File: src/rtl/instruction_fetch_stage.sv
// Instruction fetch stage: generates word-aligned fetch addresses, tags the
// returning memory data with its PC, and presents a registered IF/ID bundle.
// The memory answers one cycle after the address is presented, so a
// one-entry hold buffer keeps the returning word safe while decode is
// stalled. Redirects flush everything in flight.
//
// Handshake: there is no valid/ready pair here. stall freezes the stage
// for one edge. redirect_valid flushes the stage on one edge and wins over
// stall. id_valid qualifies id_pc/id_instruction, which are don't-care
// whenever id_valid is 0.
module instruction_fetch_stage #(
    parameter logic [31:0] RESET_PC = 32'h0000_0000
) (
    input  logic        clk,
    input  logic        resetn,
    input  logic        stall,
    input  logic        redirect_valid,
    input  logic [31:0] redirect_target,
    input  logic [31:0] imem_instruction,
    output logic [31:0] imem_address,
    output logic [31:0] id_pc,
    output logic [31:0] id_instruction,
    output logic        id_valid
);

    // RUN: the hold buffer is empty. HOLD: the buffer keeps the word that
    // was returning when the stall began.
    typedef enum logic {
        RUN  = 1'b0,
        HOLD = 1'b1
    } fetch_state_t;

    fetch_state_t state;
    logic [31:0]  pc;
    logic [31:0]  req_pc;
    logic         req_valid;
    logic [31:0]  hold_instr;

    // The fetch address is the PC register itself, so it is registered.
    assign imem_address = pc;

    // Fetch pipeline. Priority on each edge: reset, redirect, stall, advance.
    always_ff @(posedge clk) begin
        if (!resetn) begin
            pc             <= RESET_PC;
            req_pc         <= 32'h0000_0000;
            req_valid      <= 1'b0;
            hold_instr     <= 32'h0000_0000;
            state          <= RUN;
            id_pc          <= 32'h0000_0000;
            id_instruction <= 32'h0000_0000;
            id_valid       <= 1'b0;
        end else if (redirect_valid) begin
            // The read in flight and any buffered word belong to the old
            // path. id_pc/id_instruction are left alone because id_valid
            // already marks them as a bubble.
            pc        <= redirect_target & ~32'h0000_0003;
            req_valid <= 1'b0;
            state     <= RUN;
            id_valid  <= 1'b0;
        end else if (stall) begin
            // Capture the returning word only on the first stalled edge.
            // Later edges see a re-read of pc, which is not this word.
            if (state == RUN) begin
                hold_instr <= imem_instruction;
                state      <= HOLD;
            end
        end else begin
            id_pc          <= req_pc;
            id_instruction <= (state == HOLD) ? hold_instr : imem_instruction;
            id_valid       <= req_valid;
            req_pc         <= pc;
            req_valid      <= 1'b1;
            pc             <= pc + 32'd4;
            state          <= RUN;
        end
    end

endmodule

File: config.mk
export PLATFORM = sky130hd
export DESIGN_NAME = instruction_fetch_stage
export DESIGN_NICKNAME = d
export VERILOG_FILES = /design/src/rtl/instruction_fetch_stage.sv
export SDC_FILE = /design/constraint.sdc
export NUM_CORES = 1
export LEC_CHECK = 0
export CORE_MARGIN = 3
export CORE_UTILIZATION = 50
export CTS_BUF_LIST = sky130_fd_sc_hd__clkbuf_4 sky130_fd_sc_hd__clkbuf_8
export CTS_CLUSTER_DIAMETER = 80
export DETAILED_ROUTE_END_ITERATION = 7
export GPL_TIMING_DRIVEN = 0
export PLACE_DENSITY = 0.81
export SYNTH_ARGS = -nofsm -noshare
export SYNTH_HDL_FRONTEND = slang
export SYNTH_SLANG_ARGS = --single-unit
File: constraint.sdc
create_clock -name clk -period 3.23 [get_ports clk]
set_clock_uncertainty 0.15 [all_clocks]
set_input_delay 0.646 -clock clk [delete_from_list [all_inputs] [get_ports clk]]
set_output_delay 0.646 -clock clk [all_outputs]
set_load 0.02 [all_outputs]
==> Word level (Yosys, flattened, before mapping) <==
Cells that the tools add are included.
{ "totals": {"elab_cells": 21, "reg_bits": 163, "in_bits": 68} }
{ "op_classes": {"n_addsub": 1, "bitwise_logic": 3, "n_mux": 4, "reduce_logical": 3, "eq_ne": 1} }
{ "op_table": {"columns": ["cell", "n"], "rows": [
  ["32-bit 2-to-1 mux", 3],
  ["32-bit by 3-bit adder with 32-bit output, second input constant", 1],
  ["2-bit AND reduction", 2],
  ["1-bit inverter", 3],
  ["2-bit by 1-bit inequality test with 1-bit output, second input constant", 1],
  ["2-bit OR reduction", 1],
  ["1-bit 2-to-1 mux", 1]
]} }

==> Depth between registers and ports, before layout <==
Gate-level depths: netlist of run 1.
{ "logic_depth": {"word_depth": 3, "ltp_mapped": 7} }

==> Worst setup path after synthesis of run 1 <==
Ideal clock, no wire load.
{ "synth_path": {"path_type": "flip-flop to flip-flop", "start": "register pc[16], in the netlist imem_address[16]", "end": "register pc[28], in the netlist imem_address[28]", "setup_time_ns": 0.116, "slack_ns": 0.976, "arrival_ns": 1.988, "required_time_ns": 2.964, "n_path_buf": 1, "stages_incl_launch_ff": 6, "cell_sequence": "dfxtp_1 buf_2 nand4_1 or4_1 or4_1 and3_1"} }
{ "synth_between": {"elab_chain_cells": 3} }
{ "synth_rtl": {"columns": ["item", "line", "source"], "rows": [
  ["start: declaration", "34", "logic [31:0] pc;"],
  ["start signal: assignment", "57", "pc <= redirect_target & ~32'h0000_0003;"],
  ["start signal: assignment", "74", "pc <= pc + 32'd4;"],
  ["32-bit by 3-bit adder with 32-bit output", "74", null],
  ["32-bit 2-to-1 mux", "61", "end else if (stall) begin"],
  ["32-bit 2-to-1 mux", "53", "end else if (redirect_valid) begin"]
]} }
No other way between the ends. The select of a mux whose other input is x is not followed.
A chain may end at the register's enable or synchronous reset.

==> Worst setup path after layout of run 1 <==
{ "layout_path": {"start": "input stall", "end": "register id_instruction[26]"} }
{ "layout_between": {"elab_chain_cells": 2} }
{ "layout_rtl": {"columns": ["item", "line", "source"], "rows": [
  ["start: declaration", "16", "input logic stall,"],
  ["1-bit inverter (no source line)", null, null],
  ["2-bit AND reduction (no source line)", null, null],
  ["end signal: assignment", "70", "id_instruction <= (state == HOLD) ? hold_instr : imem_instruction;"],
  ["end: declaration", "22", "output logic [31:0] id_instruction,"]
]} }
No other way between the ends.

==> results of run 1 <==
==> registers in the layout (all words and copies together) (netlist names) <==
register and flops:
id_instruction 32, req_valid 1, id_pc 30, req_pc 30
hold_instr 32, id_valid 1, imem_address 30, state 1
==> placed cells by master, fill, tap and decap left out, types with 10 or more instances in the layout <==
cell type	count
xnor2_1	10
nand2_1	239
clkdlybuf4s50_1	156
a21boi_0	92
mux2i_1	35
o21ai_0	25
dfxtp_1	157
o211a_1	40
clkbuf_1	57
clkbuf_8	20
nand3_1	10
==> cells by family (layout without fill, tap and decap cells) <==
group / Yosys count / after routing / share of synthesized area
simple gates: 317 / 317 / 0.207
buf+inv: 78 / 266 / 0.0468
compound gates: 189 / 189 / 0.212
other cells: 1 / 4 / 0.000554
xor+xnor: 12 / 12 / 0.0155
fa+ha+maj: 1 / 1 / 0.00185
mux: 35 / 35 / 0.0518
flops: 157 / 157 / 0.464
==> critical path, stage by stage <==
cell,delay [ns]
clkdlybuf4s50_1,0.53
nor2_1,0.51
clkbuf_1,0.50
buf_1,0.44
nand2_1,0.13
o211a_1,0.16
==> power by group through the flow <==
stage | logic, mW | registers, mW | clock network (mW)
after detailed placement | 0.586 | 2.14 | 0
after CTS | 0.590 | 2.10 | 1.66
after floorplan | 0.245 | 2.19 | 0
after global placement | 0.578 | 2.14 | 0
after global routing | 0.639 | 2.11 | 1.75
final | 0.590 | 2.10 | 1.64
==> cell type report <==
class / count / area (um^2)
Clock inverter: 10 / 161
Buffer: 69 / 283
Timing Repair Buffer: 156 / 1560
Fill cell: 1103 / 3920
Multi-Input combinational cell: 558 / 3320
Tap cell: 172 / 215
Inverter: 9 / 33.8
Sequential cell: 157 / 3140
Clock buffer: 22 / 290
==> path summary, 6_finish.rpt <==
check             cells past startpoint                         endpoint  slack, ns
setup / recovery                      6  id_instruction[26]$_SDFFE_PN0P_       0.51
hold / removal                        2           req_valid$_SDFFE_PP0N_       0.30
setup reg to reg                      6    imem_address[17]$_SDFFE_PN0N_       0.86
hold reg to reg                       2           req_valid$_SDFFE_PP0N_       0.30
==> metal layers <==
metal	part of all wire	track usage	routed length, um
met1	0.42	0.314	7880
met2	0.47	0.409	8730
met3	0.091	0.0889	1710
met4	0.021	0.0917	394
met5	0	0	0
==> impl_metrics.toml, run 1 <==
[sta]
worst_pin_slew_ns = 0.789
period_minus_slack_ns = 2.72
rsz0062_at_grt = "false"
hold_viol = 0
setup_violations = 0
worst_slack_ns = 0.508
fin_crit_sh = 0.843
max_freq_ghz = 0.367
tns_ns = 0
drv_slew = 0
slew_headroom = 0.474
hold_ws_ns = 0.302

[place]
dpl_worst_slack_ns = 0.0898
dpl.cell_count = 1121
dpl.hpwl_um = 13400
dpl_cell_area_um2 = 8550
io_buffers = 156
globalplace.congestion = 0.906

[route]
drcViolationCount = 0
vias_per_cell = 5.41
wl_um = 18700
drtAntennaViolNets = 0
drt_iter0_markers = 364
wl_per_cell_um = 16.2
vias = 6243
dr.pass1.iters = 4

[synthesis]
yosysMostFrequentCell = "nand2_1"
yosysWarningCount = 0
ys_ff_latch = 157
synthTopCellsByCount = "nand2_1 (239), dfxtp_1 (157), a21boi_0 (92), clkbuf_1 (57), o211a_1 (40)"
yosysSeqAreaShare = 0.464
synth_top_area_share = 0.464
synthesis.instances = 790
synthTopCellsByArea = "dfxtp_1 (46%), nand2_1 (13%), a21boi_0 (10%)"
yosysTopAreaCell = "dfxtp_1"
syn_area_um2 = 6770
synthFlopType = "dfxtp_1"
synth_cell_types = 49
async_reset_ff_frac = 0
synth-edff-count = 0
syn_area_per_cell_um2 = 8.57

[layout]
antennaDiodeCount = 0
stdcell_count = 1153
area_growth_syn_to_layout_pct = 33.1
finalInstanceArea_um2 = 9010
fin_nets = 1037
drive_gt1_frac = 0.0449
fin_util = 0.697

[power_and_ir_drop]
peakVddDrop_mv = 0.379
combPwrFrac = 0.136
finalPower_mw = 4.33
clkPwrFrac = 0.379
p_leak_nw = 3.41
switching_share = 0.256
switchingPower_mw = 1.11
p_int_mw = 3.22
power.density_nw_per_um2 = 481
p_seq_frac = 0.484

[worst_setup_path]
rr_startpoint = "imem_address[11]$_SDFFE_PN0N_"
worstPathArrival_ns = 2.91
endpoint_kind = "flop"
crit_required_ns = 3.42
criticalPathCategory = "primary input to flop"
path_max_fanout = 10
start_kind = "primary input"
cp-startpoint = "stall"

[global_routing]
grt-ovfl-total = 0
grt_first_pass_wirelength_um = 30000
grt_usage = 0.254
antenna_found_initial = 0
grt_max_degree = 17
first_global_vias = 5980

[floorplan]
die_width_um = 122
placementRows = 41
start_util = 0.523
core_um2 = 12900
dieArea_um2 = 15000
io-pin-count = 165
dieHeight_um = 122

[cts]
cts.clk_slew.worst_paths_ns = 0.08
ctsHtreeMaxLevel = 4
cts_resized = 0
cts_buffers = 17
ctsRootBufferMaster = "clkbuf_8"
cts-hold-fix-buffers = 0
clk_latency_ns = 0.45
cts_buffer_depth = 2
cts.sinks = 157
post_cts_buffers = 0
cts_tree = "yes"

[min_path]
hp-class = "flop to flop"
min_from = "req_valid$_SDFFE_PP0N_"

[run]
maxCapViolCount = 0

[status]
status = "finished clean"
(Power assumes the default switching activity.)
==> run 2: changes to the inputs <==
--- a/config.mk
+++ b/config.mk
@@ -6,12 +6,12 @@
 export NUM_CORES = 1
 export LEC_CHECK = 0
 export CORE_MARGIN = 3
-export CORE_UTILIZATION = 50
+export CORE_UTILIZATION = 46
 export CTS_BUF_LIST = sky130_fd_sc_hd__clkbuf_4 sky130_fd_sc_hd__clkbuf_8
 export CTS_CLUSTER_DIAMETER = 80
 export DETAILED_ROUTE_END_ITERATION = 7
 export GPL_TIMING_DRIVEN = 0
-export PLACE_DENSITY = 0.81
+export PLACE_DENSITY = 0.78
 export SYNTH_ARGS = -nofsm -noshare
 export SYNTH_HDL_FRONTEND = slang
 export SYNTH_SLANG_ARGS = --single-unit
==> constraint.sdc (replaced) <==
create_clock -name clk -period 2.5 [get_ports clk]
set_clock_uncertainty 0.15 [all_clocks]
set_input_delay 0.5 -clock clk [delete_from_list [all_inputs] [get_ports clk]]
set_output_delay 0.5 -clock clk [all_outputs]
set_load 0.02 [all_outputs]
==> run 2 against run 1 <==
Effect of this change: sequential power is 29% higher; combinational power rose by 28%; global-route usage decreased by 2.5 points; hold slack improved by 0.011 ns; cell count rose by 0.43%; largest power group unchanged; register-to-register slack lost 0.73 ns; non-clock buffer count stayed put; total power rose by 29%; sequential share of layout area is essentially flat; clock-buffer cell count shrank 4.
==> impl_metrics.toml, run 2 (synthesized netlist as in run 1, its figures left out) <==
[floorplan]
dieHeight_um = 127
placementRows = 43
die_width_um = 127
core_um2 = 14100
dieArea_um2 = 16200
start_util = 0.478
io-pin-count = 165

[sta]
tns_ns = 0
period_minus_slack_ns = 2.37
max_freq_ghz = 0.422
setup_violations = 0
hold_viol = 0
hold_ws_ns = 0.313
worst_slack_ns = 0.128
fin_crit_sh = 0.949
drv_slew = 0
worst_pin_slew_ns = 0.783
rsz0062_at_grt = "false"
slew_headroom = 0.478

[place]
io_buffers = 156
dpl_cell_area_um2 = 8560
dpl_worst_slack_ns = -0.509
globalplace.congestion = 0.854
dpl.cell_count = 1129
dpl.hpwl_um = 13700

[route]
vias = 6192
dr.pass1.iters = 5
wl_per_cell_um = 16.0
drt_iter0_markers = 368
drtAntennaViolNets = 0
drcViolationCount = 0
vias_per_cell = 5.35
wl_um = 18500

[cts]
cts_buffer_depth = 2
cts.sinks = 157
cts_buffers = 17
ctsRootBufferMaster = "clkbuf_8"
cts_tree = "yes"
clk_latency_ns = 0.46
cts.clk_slew.worst_paths_ns = 0.08
ctsHtreeMaxLevel = 4

[layout]
drive_gt1_frac = 0.0450
fin_nets = 1037
layout_commonest_cell = "nand2_1"
finalInstanceArea_um2 = 9010
area_growth_syn_to_layout_pct = 33.2
antennaDiodeCount = 0
stdcell_count = 1158
reg.largest.list = "hold_instr (32), id_instruction (32)"
fin_util = 0.637
layout_common_cells = "nand2_1 (238), dfxtp_1 (157), clkdlybuf4s50_1 (156), a21boi_0 (92), clkbuf_1 (56)"

[worst_setup_path]
endpoint_kind = "flop"
path_max_fanout = 9
crit_chain = "buf_2 > nand4_1 > or4_1 > nor4_1 > mux2i_1"
start_kind = "flop"
slowest_stage = "or4_1"
crit_buf_inv = 1
path_delay_family = "simple AND/OR/NAND/NOR gates"
rr_startpoint = "imem_address[16]$_SDFFE_PN0N_"
slowest_delay_ns = 0.65
cp-startpoint = "imem_address[16]$_SDFFE_PN0N_"
worstPathArrival_ns = 2.61
criticalPathCategory = "flop to flop"
crit_required_ns = 2.74

[power_and_ir_drop]
power.density_nw_per_um2 = 620
peakVddDrop_mv = 0.315
p_leak_nw = 3.42
finalPower_mw = 5.58

[global_routing]
first_global_vias = 5848
grt_first_pass_wirelength_um = 29500
antenna_found_initial = 1
grt-ovfl-total = 0
grt_max_degree = 17
grt_usage = 0.228

[status]
status = "finished clean"

[min_path]
min_from = "id_pc[10]$_SDFFE_PN0P_"
hp-class = "flop to flop"

[run]
maxCapViolCount = 0
-- run 2: cell count changes in the layout (fill, tap and decap cells not counted) --
cell | previous run | this run
clkbuf_1 | 57 | 56
bufinv_16 | 4 | 5
clkinv_4 | 1 | 3
clkbuf_4 | 2 | 0
nand2_1 | 239 | 238
nor2_2 | 0 | 1
clkbuf_8 | 20 | 18
nor2_1 | 7 | 6
clkinvlp_4 | 3 | 1
nand2_2 | 0 | 1
clkbuf_2 | 0 | 1
-- run 2: worst paths after layout --
check                             endpoint  slack, ns  cells past startpoint
min reg2reg         id_pc[10]$_SDFFE_PN0P_       0.31                      2
max          imem_address[31]$_SDFFE_PN0N_       0.13                      5
min                 id_pc[10]$_SDFFE_PN0P_       0.31                      2
max reg2reg  imem_address[31]$_SDFFE_PN0N_       0.13                      5
-- run 2: report_power, final --
part	internal [mW]	switching, mW
Clock	1.20	0.920
Combinational	0.363	0.394
Sequential	2.61	0.0978
Total	4.17	1.41
-- run 2: layout make-up --
type	instances	area (um^2)
plain buffers	69	284
multi-input cells	558	3320
clock inverters	11	194
fillers	1278	5140
repair buffers	156	1560
inverters	9	33.8
well taps	180	225
clock buffers	18	248
flip-flops and latches	157	3140
-- run 2: repair_timing --
item	in CTS	in global routing
hold buffers	0	0
endpoints found under the setup margin	4	13
setup buffers	0	0
gates resized for setup	1	2
-- run 2: metal layers --
metal,routed length (um),global-route usage,vias to the layer above
met5,9,0,-
met4,342,0.0757,2
met3,1800,0.0761,32
met2,8540,0.371,239
met1,7860,0.286,2861
li1,-,-,3058
-- run 2: worst reg2reg max path, cell delays in order (launching register included) --
cell and delay, ns:
dfxtp_1 0.36, buf_2 0.20, nand4_1 0.22, or4_1 0.65
nor4_1 0.49, mux2i_1 0.23
==> run 3: changes to the inputs <==
--- a/config.mk
+++ b/config.mk
@@ -12,6 +12,9 @@
 export DETAILED_ROUTE_END_ITERATION = 7
 export GPL_TIMING_DRIVEN = 0
 export PLACE_DENSITY = 0.78
+export REMOVE_ABC_BUFFERS = 1
+export SETUP_SLACK_MARGIN = 0.05
+export SLEW_MARGIN = 20
 export SYNTH_ARGS = -nofsm -noshare
 export SYNTH_HDL_FRONTEND = slang
 export SYNTH_SLANG_ARGS = --single-unit
==> run 3 against run 2 <==
Effect of this change: cell count fell by 4.7%; clock-buffer cell count grew 6; register-to-register slack improved by 0.09 ns; utilization decreased by 0.57 points; design area down 0.89%; clock power decreased by 5%; combinational power fell by 4.4%; largest cell class unchanged; highest routed layer unchanged.
==> impl_metrics.toml, run 3 (synthesized netlist as in run 1, its figures left out) <==
[sta]
worst_slack_ns = 0.208
worst_pin_slew_ns = 0.713
hold_viol = 0
slew_headroom = 0.524
setup_violations = 0
max_freq_ghz = 0.436
hold_ws_ns = 0.312
period_minus_slack_ns = 2.29
drv_slew = 0
rsz0062_at_grt = "false"
fin_crit_sh = 0.917

[worst_setup_path]
path_delay_family = "buffers and inverters"
crit_cells = 1
crit_required_ns = 1.85
rr_endpoint = "imem_address[28]$_SDFFE_PN0N_"
slowest_delay_ns = 0.70
path_max_fanout = 9
rr_startpoint = "imem_address[9]$_SDFFE_PN0N_"
slowest_stage = "clkdlybuf4s50_1"
endpoint_kind = "primary output"
start_kind = "flop"
crit_chain = "clkdlybuf4s50_1"
crit_buf_inv = 1
rrSetupSlack_ns = 0.22
cp-startpoint = "imem_address[4]$_SDFFE_PN0N_"
worstPathArrival_ns = 1.64
r2r.worst_path.cells = 4
criticalPathCategory = "flop to primary output"
endpoint = "imem_address[4]"

[route]
wl_per_cell_um = 14.7
drtAntennaViolNets = 0
dr.pass1.iters = 4
drt_iter0_markers = 316
vias = 5873
vias_per_cell = 5.32
wl_um = 16200
drcViolationCount = 0

[layout]
reg.largest.list = "hold_instr (32), id_instruction (32)"
seqCellArea_um2 = 3150
area_growth_syn_to_layout_pct = 32.0
drive_gt1_frac = 0.0596
antennaDiodeCount = 0
fin_nets = 981
layout_common_cells = "nand2_1 (238), dfxtp_1 (155), clkdlybuf4s50_1 (155), a21boi_0 (92), o211a_1 (40)"
fillCellCount = 1243
fin_util = 0.631
layout_commonest_cell = "nand2_1"
multiInputGateArea_um2 = 3330

[floorplan]
io-pin-count = 165
die_width_um = 127
dieArea_um2 = 16200
core_um2 = 14100
placementRows = 43
start_util = 0.478
dieHeight_um = 127

[cts]
cts-hold-fix-buffers = 0
cts_buffers = 17
cts.sinks = 157
clk_latency_ns = 0.44
ctsRootBufferMaster = "clkbuf_8"
cts.clk_slew.worst_paths_ns = 0.08
ctsHtreeMaxLevel = 4
cts_buffer_depth = 2
cts_tree = "yes"

[status]
status = "finished clean"

[place]
io_buffers = 158
globalplace.congestion = 0.737
dpl_worst_slack_ns = -0.944
dpl.hpwl_um = 10700

[global_routing]
grt-ovfl-total = 0
antenna_found_initial = 1
grt_first_pass_wirelength_um = 27100
first_global_vias = 5559
grt_max_degree = 82
grt_usage = 0.204

[run]
maxCapViolCount = 0

[min_path]
min_path_cells = 2
hp-class = "flop to flop"

[power_and_ir_drop]
power.density_nw_per_um2 = 610
peakVddDrop_mv = 0.397
p_leak_nw = 3.40
run 3: cell count changes in the layout (fill, tap and decap cells not counted), moves of 3 or more:
cell,delta
clkbuf_1,-56
buf_1,-6
buf_16,+4
clkbuf_8,+4
clkinv_4,-3
run 3: final cells by class:
type                    instances  area share
clock inverters                 6      0.0120
repair buffers                169       0.198
well taps                     180      0.0252
multi-input cells             558       0.373
inverters                       9     0.00378
clock buffers                  24      0.0356
flip-flops and latches        157       0.352
run 3: timing repair:
item | 4_1_cts | 5_1_grt
resized for setup | 4 | 1
pin swaps | 2 | 1
endpoints found under the hold margin | 0 | 0
setup buffers | 4 | 1
endpoints found under the setup margin | 147 | 2
run 3: through the flow:
stage / total power, mW / cells / cell area [um^2] / setup TNS (ns)
floorplan: 3.10 / 724 / 6490 / -213.70
global placement: 3.49 / 1062 / 8300 / -684.78
detailed placement: 3.50 / 1068 / 8470 / -83.42
CTS: 5.53 / 1102 / 8920 / 0
global route: 5.70 / 1103 / 8930 / 0
finish: 5.45 / 1103 / 8930 / 0
run 3: per-layer routing:
metal | up-vias | track usage | part of all wire
met4 | 2 | 0.0688 | 0.013
li1 | 2952 | - | -
met5 | - | 0 | 0.00056
met2 | 179 | 0.323 | 0.46
met3 | 19 | 0.0782 | 0.086
met1 | 2721 | 0.255 | 0.44
run 3: power by group:
group / internal, mW / switching (mW) / leakage, nW / total, mW
clock network: 1.13 / 0.880 / 0.218 / 2.01
registers: 2.61 / 0.100 / 1.28 / 2.71
logic: 0.365 / 0.358 / 1.90 / 0.724
total: 4.11 / 1.34 / 3.40 / 5.45
run 3: worst min path at each step:
stage                       startpoint                 endpoint  slack [ns]
2_1_floorplan   req_valid$_SDFFE_PP0N_   req_valid$_SDFFE_PP0N_        0.27
3_3_place_gp    req_valid$_SDFFE_PP0N_   req_valid$_SDFFE_PP0N_        0.28
3_5_place_dp   req_pc[31]$_SDFFE_PN0P_   id_pc[31]$_SDFFE_PN0P_        0.31
4_1_cts        req_pc[31]$_SDFFE_PN0P_   id_pc[31]$_SDFFE_PN0P_        0.32
5_1_grt        req_pc[19]$_SDFFE_PN0P_  req_pc[19]$_SDFFE_PN0P_        0.33
6_report        req_pc[8]$_SDFFE_PN0P_    id_pc[8]$_SDFFE_PN0P_        0.31
